--- src/rtl/ysyx_25040109_mux_key_with_default_pkg.sv ---
`default_nettype none
// ============================================================================
// Module      : ysyx_25040109_mux_key_with_default_pkg
// Description : Shared constants for the key/data lookup multiplexer.
//               Reset values of the capture registers live here so that the
//               top level and any future users agree on them.
// Revision    : 1.0 - initial release
// ============================================================================
package ysyx_25040109_mux_key_with_default_pkg;

    // Value held by hit_q while reset is asserted. The data register always
    // resets to all zeros regardless of its width.
    localparam logic HIT_RESET_VAL = 1'b0;

endpackage : ysyx_25040109_mux_key_with_default_pkg
`default_nettype wire

--- src/rtl/ysyx_25040109_mux_key_internal.sv ---
`default_nettype none
// ============================================================================
// Module      : ysyx_25040109_mux_key_internal
// Description : Purely combinational key lookup with default. Every pair key
//               is compared against the input key in parallel; the highest
//               matching pair index wins, and default_out is driven on a miss.
// Ports       : key         (in)  lookup key, KEY_LEN bits
//               lut         (in)  packed {key,data} pairs, pair i at
//                                 [PAIR_LEN*(i+1)-1 : PAIR_LEN*i]
//               default_out (in)  value driven when nothing matches
//               out         (out) selected data
//               hit         (out) high when any pair key equals key
// Revision    : 1.0 - initial release
// ============================================================================
module ysyx_25040109_mux_key_internal
    import ysyx_25040109_mux_key_with_default_pkg::*;
#(
    parameter  int NR_KEY   = 2,
    parameter  int KEY_LEN  = 1,
    parameter  int DATA_LEN = 1,
    localparam int PAIR_LEN = KEY_LEN + DATA_LEN,
    localparam int LUT_LEN  = NR_KEY * PAIR_LEN
) (
    input  logic [KEY_LEN-1:0]  key,
    input  logic [LUT_LEN-1:0]  lut,
    input  logic [DATA_LEN-1:0] default_out,
    output logic [DATA_LEN-1:0] out,
    output logic                hit
);

    logic [KEY_LEN-1:0]  pair_key   [NR_KEY];
    logic [DATA_LEN-1:0] pair_data  [NR_KEY];
    logic [NR_KEY-1:0]   pair_match;

    // Split the packed table into per-pair key/data fields and compare.
    generate
        for (genvar gi = 0; gi < NR_KEY; gi++) begin : g_unpack
            assign pair_key[gi]   = lut[PAIR_LEN*gi + DATA_LEN +: KEY_LEN];
            assign pair_data[gi]  = lut[PAIR_LEN*gi +: DATA_LEN];
            assign pair_match[gi] = (pair_key[gi] == key);
        end
    endgenerate

    // Ascending scan: a later (higher-index) match overwrites an earlier one,
    // giving priority to the highest index. A lower-index pair carrying X/Z
    // can never overwrite the result once a defined higher pair has matched.
    always_comb begin
        out = default_out;
        hit = 1'b0;
        for (int i = 0; i < NR_KEY; i++) begin
            if (pair_match[i]) begin
                out = pair_data[i];
                hit = 1'b1;
            end
        end
    end

endmodule : ysyx_25040109_mux_key_internal
`default_nettype wire

--- src/rtl/ysyx_25040109_mux_key_with_default.sv ---
`default_nettype none
// ============================================================================
// Module      : ysyx_25040109_mux_key_with_default
// Description : Key lookup multiplexer with default value. The lookup result
//               (out/hit) is combinational; out_q/hit_q are one-cycle
//               registered copies captured when en is high.
// Ports       : clk         (in)  rising-edge clock
//               rst_n       (in)  asynchronous active-low reset of out_q/hit_q
//               key         (in)  lookup key, KEY_LEN bits
//               default_out (in)  value driven when nothing matches
//               lut         (in)  packed {key,data} table, NR_KEY pairs
//               en          (in)  capture enable for out_q/hit_q
//               out         (out) combinational lookup result
//               hit         (out) combinational match flag
//               out_q       (out) registered out
//               hit_q       (out) registered hit
// Revision    : 1.0 - initial release
// ============================================================================
module ysyx_25040109_mux_key_with_default
    import ysyx_25040109_mux_key_with_default_pkg::*;
#(
    parameter  int NR_KEY   = 2,
    parameter  int KEY_LEN  = 1,
    parameter  int DATA_LEN = 1,
    localparam int PAIR_LEN = KEY_LEN + DATA_LEN,
    localparam int LUT_LEN  = NR_KEY * PAIR_LEN
) (
    input  logic                clk,
    input  logic                rst_n,
    input  logic [KEY_LEN-1:0]  key,
    input  logic [DATA_LEN-1:0] default_out,
    input  logic [LUT_LEN-1:0]  lut,
    input  logic                en,
    output logic [DATA_LEN-1:0] out,
    output logic                hit,
    output logic [DATA_LEN-1:0] out_q,
    output logic                hit_q
);

    logic [DATA_LEN-1:0] out_d;
    logic                hit_d;

    ysyx_25040109_mux_key_internal #(
        .NR_KEY   (NR_KEY),
        .KEY_LEN  (KEY_LEN),
        .DATA_LEN (DATA_LEN)
    ) u_lookup (
        .key         (key),
        .lut         (lut),
        .default_out (default_out),
        .out         (out),
        .hit         (hit)
    );

    // Load on enable, otherwise recirculate.
    always_comb begin
        out_d = out_q;
        hit_d = hit_q;
        if (en) begin
            out_d = out;
            hit_d = hit;
        end
    end

    always_ff @(posedge clk or negedge rst_n) begin
        if (!rst_n) begin
            out_q <= '0;
            hit_q <= HIT_RESET_VAL;
        end else begin
            out_q <= out_d;
            hit_q <= hit_d;
        end
    end

endmodule : ysyx_25040109_mux_key_with_default
`default_nettype wire

--- config.mk ---
export PLATFORM = sky130hd
export DESIGN_NAME = ysyx_25040109_mux_key_with_default
export DESIGN_NICKNAME = d
export VERILOG_FILES = /design/src/rtl/ysyx_25040109_mux_key_with_default_pkg.sv /design/src/rtl/ysyx_25040109_mux_key_internal.sv /design/src/rtl/ysyx_25040109_mux_key_with_default.sv
export SDC_FILE = /design/constraint.sdc
export NUM_CORES = 1
export LEC_CHECK = 0
export ABC_AREA = 1
export BUFFER_PORTS_ARGS = -buffer_cell sky130_fd_sc_hd__buf_2
export CAP_MARGIN = 0
export CORE_AREA = 2 2 39 41
export DETAILED_ROUTE_END_ITERATION = 12
export DIE_AREA = 0 0 41 43
export GPL_ROUTABILITY_DRIVEN = 1
export PLACE_DENSITY = 0.3
export SYNTH_ARGS = -nofsm -noshare
export SYNTH_HDL_FRONTEND = slang
export SYNTH_HIERARCHICAL = 1
export SYNTH_SLANG_ARGS = --single-unit
--- constraint.sdc ---
create_clock -name clk -period 1.1 [get_ports clk]
set_input_delay 0.22 -clock clk [delete_from_list [all_inputs] [get_ports clk]]
set_output_delay 0.22 -clock clk [all_outputs]
set_load 0.01 [all_outputs]
==> results of run 1 <==
## kinds of logic after synthesis
| kind of cell | synth area share |
|---|---|
| and+or+nand+nor | 0.5926 |
| DFF | 0.2963 |
| buffers and inverters | 0.1111 |
## placed cells by master, fill, tap and decap left out
master	Yosys	final
nand2_1	10	10
buf_2	0	10
inv_1	4	4
nand2_2	4	4
clkbuf_4	0	3
dfrtp_1	2	2
nand3_1	2	2
nand3_2	2	2
dlygate4sd3_1	0	1
buf_4	0	1
buf_6	0	1
inv_4	0	1
nand3b_1	1	1
## power groups by stage
stage / clock network (W) / logic (W) / registers [W]
6_report: 0.000157 / 0.0000944 / 0.0000870
2_1_floorplan: 0 / 0.0000423 / 0.0000920
4_1_cts: 0.000166 / 0.0000888 / 0.0000870
5_1_grt: 0.000184 / 0.000109 / 0.0000875
3_3_place_gp: 0 / 0.0000868 / 0.0000883
3_5_place_dp: 0 / 0.0000859 / 0.0000877
## metal layers
metal,part of all wire,vias up
met3,0.13,0
met5,0,-
met2,0.41,11
met4,0,0
li1,-,111
met1,0.45,80
## sequential cells by signal, summed over array words and instances (netlist names)
signal  flops
hit_q       1
out_q       1
## worst max-delay path: stages
cell	delay [ps]
buf_4	130
inv_4	60
nand2_1	50
nand3b_1	90
nand3_2	70
nand2_2	80
buf_6	100
## layout make-up
class                      instances  area [um2]  area share
inverter                           5       21.27     0.07265
sequential                         2       50.05      0.1709
multi-input combinational         19       100.1      0.3419
tap                               16       20.02     0.06838
timing repair buffer              13       78.83      0.2692
clock buffer                       3       22.52     0.07692
## synth_stat cells, drive strengths merged
| cell | number | area [um2] |
|---|---|---|
| nand3 | 4 | 30.03 |
| inv | 5 | 18.76 |
| nand3b | 1 | 7.510 |
| dfrtp | 2 | 50.05 |
| nand2 | 14 | 62.56 |
## what timing repair did
| item | in CTS | in global routing |
|---|---|---|
| hold endpoints to repair | 2 | 0 |
| endpoints found under the setup margin | 0 | 1 |
| hold buffers | 1 | 0 |
| setup buffers | 0 | 0 |
| gates resized for setup | 0 | 3 |
## worst max path at each step
stage / endpoint / slack (ps)
after floorplan: hit_q / 320
after global placement: out / 50
after detailed placement: out / 60
after CTS: out / 60
after global routing: out / 6
final: out / 80
## through the flow
stage	worst slack [ps]	total power, W	instances	utilization	hold WS (ps)
2_1_floorplan	318.4	0.0001342	26	-	-75.59
3_3_place_gp	45.53	0.0001751	54	0.1799	7.735
3_5_place_dp	56.81	0.0001736	54	0.1799	6.645
4_1_cts	56.60	0.0003413	58	0.2034	234.5
5_1_grt	5.838	0.0003806	58	0.2116	248.1
6_report	84.94	0.0003380	58	0.2116	235.3
==> metrics.txt, run 1 <==
result of the run completed; hold depth 3; area grow syn2layout 73.33%; Syn Inst Count 26; CTS H-tree depth 1; Worst EP required slightly below 900 ps; Nets 53; WP data arrival about 800 ps; placed instance area roughly 250 um2; busiest layer in global routing met2; clock sinks 2; Pint approximately 0.00025 W; Die X between 40 and 50 um; share of cells above drive strength 1 0.5238; Routed WL per cell about 7.0 um; # setup viols final 0; reg2reg start out_q; Crit. Startpoint key; RSZ-0062 raised after global routing false; Critical Path Start Type input pin; Post-Route WL just over 400 um; Synth cell types 8; global-route wire length before repair about 770 um; Worst Reg2Reg Path Length in Cells 2; grt met1 use 0.07325; # diodes 0; die area between 1500 and 2000 um2; VDD IR max around 0.19 mV; Clock power frac 0.463; post-route cell area 292.8 um2; Final Cycle Share 0.9228; fin. max-slew vios 0; CTS tree done; r2r setup slk 510 ps; clk root buf clkbuf_4; Post-Syn Area per Cell ~6.5 um2; Crit. End Element primary output; DR pass1 iterations 4; total of max-cap violations 0; Initial Util 0.1221; largest net degree at the start of global routing 5; routability-driven placement congestion ratio 0.5343; Fin. Hold Viols 0; WS Path Type input pin to primary output; row count 14; Sw Share 0.2656; setup_tns 0 ps; Port Buffers 12; num ports 13; Yosys reg bits 2; fmax slightly below 1 GHz; hold path endpoint hit_q; Post-route DRC 0; GRT Overall Usage 0.06707; Hold Path Origin en; routed vias 202; Max-slew headroom 0.9324; Die Y between 40 and 50 um; Yosys warning count 6; remaining global-route overflow 0; Clock Pin Slew Worst Setup and Hold Paths around 30 ps; dpl hpwl approximately 370 um; met2 Use GR 0.08438; sequential fraction of the synthesis area 0.2963; crit path time final about 1000 ps; Critical Path Fanout Max 4; logic gate share of total power 0.279; Worst-Margin Slew between 100 and 150 ps; Hold/Removal Path Class input pin to flop; switching power around 0.000090 W; R2R Path End out_q; 1st-iter DRT viols 4; clk_skew 0 ps; ANT nets after route 0; routed vias/inst 3.483; Static Leakage between 0.15 and 0.2 nW; antenna violations before repair 0; vias in the first global route 226; Reg power frac 0.257; Core Footprint roughly 1400 um2; Syn Nets 35; met3 Usage GRT 0.04188; CTS Buffer Depth 2; Clock Latency Late Sink about 220 ps; Post-Syn Area around 170 um2; cell area power density 1155 nW/um2; number of fill cells about 160; total CTS buffers 3
No activity file was read; power rests on OpenSTA's default activity.
==> run 2: changes to the inputs <==
--- a/config.mk
+++ b/config.mk
@@ -8,11 +8,13 @@
 export ABC_AREA = 1
 export BUFFER_PORTS_ARGS = -buffer_cell sky130_fd_sc_hd__buf_2
 export CAP_MARGIN = 0
+export CELL_PAD_IN_SITES_DETAIL_PLACEMENT = 1
+export CELL_PAD_IN_SITES_GLOBAL_PLACEMENT = 1
 export CORE_AREA = 2 2 39 41
 export DETAILED_ROUTE_END_ITERATION = 12
 export DIE_AREA = 0 0 41 43
 export GPL_ROUTABILITY_DRIVEN = 1
-export PLACE_DENSITY = 0.3
+export PLACE_DENSITY = 0.42
 export SYNTH_ARGS = -nofsm -noshare
 export SYNTH_HDL_FRONTEND = slang
 export SYNTH_HIERARCHICAL = 1
==> constraint.sdc (replaced) <==
create_clock -name clk -period 1.3 [get_ports clk]
set_input_delay 0.26 -clock clk [delete_from_list [all_inputs] [get_ports clk]]
set_output_delay 0.26 -clock clk [all_outputs]
set_load 0.01 [all_outputs]
==> metrics.txt, run 2 (synthesis gave the netlist of run 1 again) <==
total power about 0.00029 W; antenna violations before repair 0; vias in the first global route 225; top flop regs hit_q x1, out_q x1; area grow syn2layout 66.67%; DR pass1 iterations 2; CTS H-tree depth 1; Worst-Margin Slew approximately 110 ps; Critical Path Start Type input pin; Pint 0.0002054 W; result of the run completed; clk_skew 0 ps; fin. max-slew vios 0; reg2reg start out_q; R2R Path End out_q; global-route wire length before repair approximately 820 um; routed vias/inst a little under 4; VDD IR max about 0.11 mV; Static Leakage approximately 0.17 nW; row count 14; Fin. Hold Viols 0; Die Y approximately 43 um; # setup viols final 0; clock sinks 2; share of cells above drive strength 1 0.5238; fmax between 0.8 and 0.9 GHz; GRT Overall Usage 0.07508; WP data arrival about 870 ps; Reg power frac 0.253; Nets 53; Clock power frac 0.486; ANT nets after route 0; Die X about 40 um; Initial Util 0.1221; r2r setup slk 720 ps; FF+latch area ~50 um2; routability-driven placement congestion ratio roughly 0.58; Sw Share 0.2847; crit path time final about 1100 ps; Final Cycle Share 0.8710; num ports 13; total of max-cap violations 0; area of the multi-input gates 100.1 um2; Crit. Startpoint lut[1]; Crit. End Element primary output; CTS Buffer Depth 2; Critical Path Fanout Max 3; CTS tree done; clk root buf clkbuf_4; WS Path Type input pin to primary output; Post CTS Setup Buffer Count 0; Core Util, Final 0.2034; commonest non-fill, non-tap cell in the layout buf_2; Worst EP required 1040 ps; Port Buffers 12; setup_tns 0 ps; most frequent cells in the layout buf_2 (12), nand2_1 (10), inv_1 (4), nand2_2 (4), clkbuf_4 (3); Core Footprint between 1000 and 1500 um2; logic gate share of total power 0.261; routed vias ~230; RSZ-0062 raised after global routing false; Hold/Removal Path Class input pin to flop; Clock Pin Slew Worst Setup and Hold Paths about 30 ps; die area approximately 1800 um2; number of fill cells around 180; remaining global-route overflow 0; Worst Reg2Reg Path Length in Cells 2; Post-Route WL between 400 and 500 um; dpl hpwl roughly 440 um; switching power 0.00008176 W; Routed WL per cell between 8 and 9 um; cell area power density a little over 1000 nW/um2; Max-slew headroom 0.9294; # diodes 0; largest net degree at the start of global routing 5; 1st-iter DRT viols 1; Post-route DRC 0; Clock Latency Late Sink approximately 220 ps; total CTS buffers 3; Setup crit end out
-- run 2: cell counts in the layout (fill, tap and decap cells not counted) --
Identical to the previous run, type by type.
-- run 2: worst max-delay path: stages --
cell      delay (ps)
buf_2            110
inv_1             80
nand2_1           60
nand3b_1         100
nand3_2           70
nand2_2           60
buf_2            120
-- run 2: metal layers --
metal  vias to the layer above  share of wire  GRT usage
li1                        111              -          -
met1                        98           0.40    0.07325
met2                        14           0.44     0.1156
met3                         2           0.12    0.01571
met4                         0          0.039    0.08000
met5                         -              0          0
-- run 2: final cells by class --
| type | count | area share |
|---|---|---|
| Multi-Input combinational cell | 19 | 0.3556 |
| Inverter | 5 | 0.06667 |
| Sequential cell | 2 | 0.1778 |
| Clock buffer | 3 | 0.08000 |
| Timing Repair Buffer | 13 | 0.2489 |
| Tap cell | 16 | 0.07111 |
-- run 2: stage by stage --
step / cell area (um2) / hold WS [ps] / setup slack, ps / instances
floorplan: 168.9 / -35.59 / 448.7 / 26
global placement: 249.0 / 43.53 / 187.7 / 54
detailed placement: 249.0 / 48.79 / 151.2 / 54
CTS: 281.5 / 271.7 / 151.2 / 58
global route: 281.5 / 322.6 / 86.20 / 58
finish: 281.5 / 275.3 / 167.7 / 58
-- run 2: timing repair --
| action | CTS | global route |
|---|---|---|
| resized for setup | 0 | 0 |
| hold endpoints to repair | 2 | 0 |
| hold buffers | 1 | 0 |
-- run 2: worst min-delay path by stage --
stage               startpoint    end  slack (ps)  cells after the start
floorplan                rst_n  hit_q         -40                      0
global placement         rst_n  hit_q          40                      1
detailed placement       rst_n  out_q          50                      1
CTS                         en  out_q         270                      3
global route                en  out_q         320                      3
finish                      en  out_q         280                      3
-- run 2: power by group through the flow --
stage                     combinational (W)  sequential, W  clock (W)
after global routing              0.0000876      0.0000745   0.000151
after detailed placement          0.0000748      0.0000736          0
after CTS                         0.0000769      0.0000729   0.000146
after global placement            0.0000725      0.0000738          0
after floorplan                   0.0000358      0.0000778          0
final                             0.0000749      0.0000728   0.000140
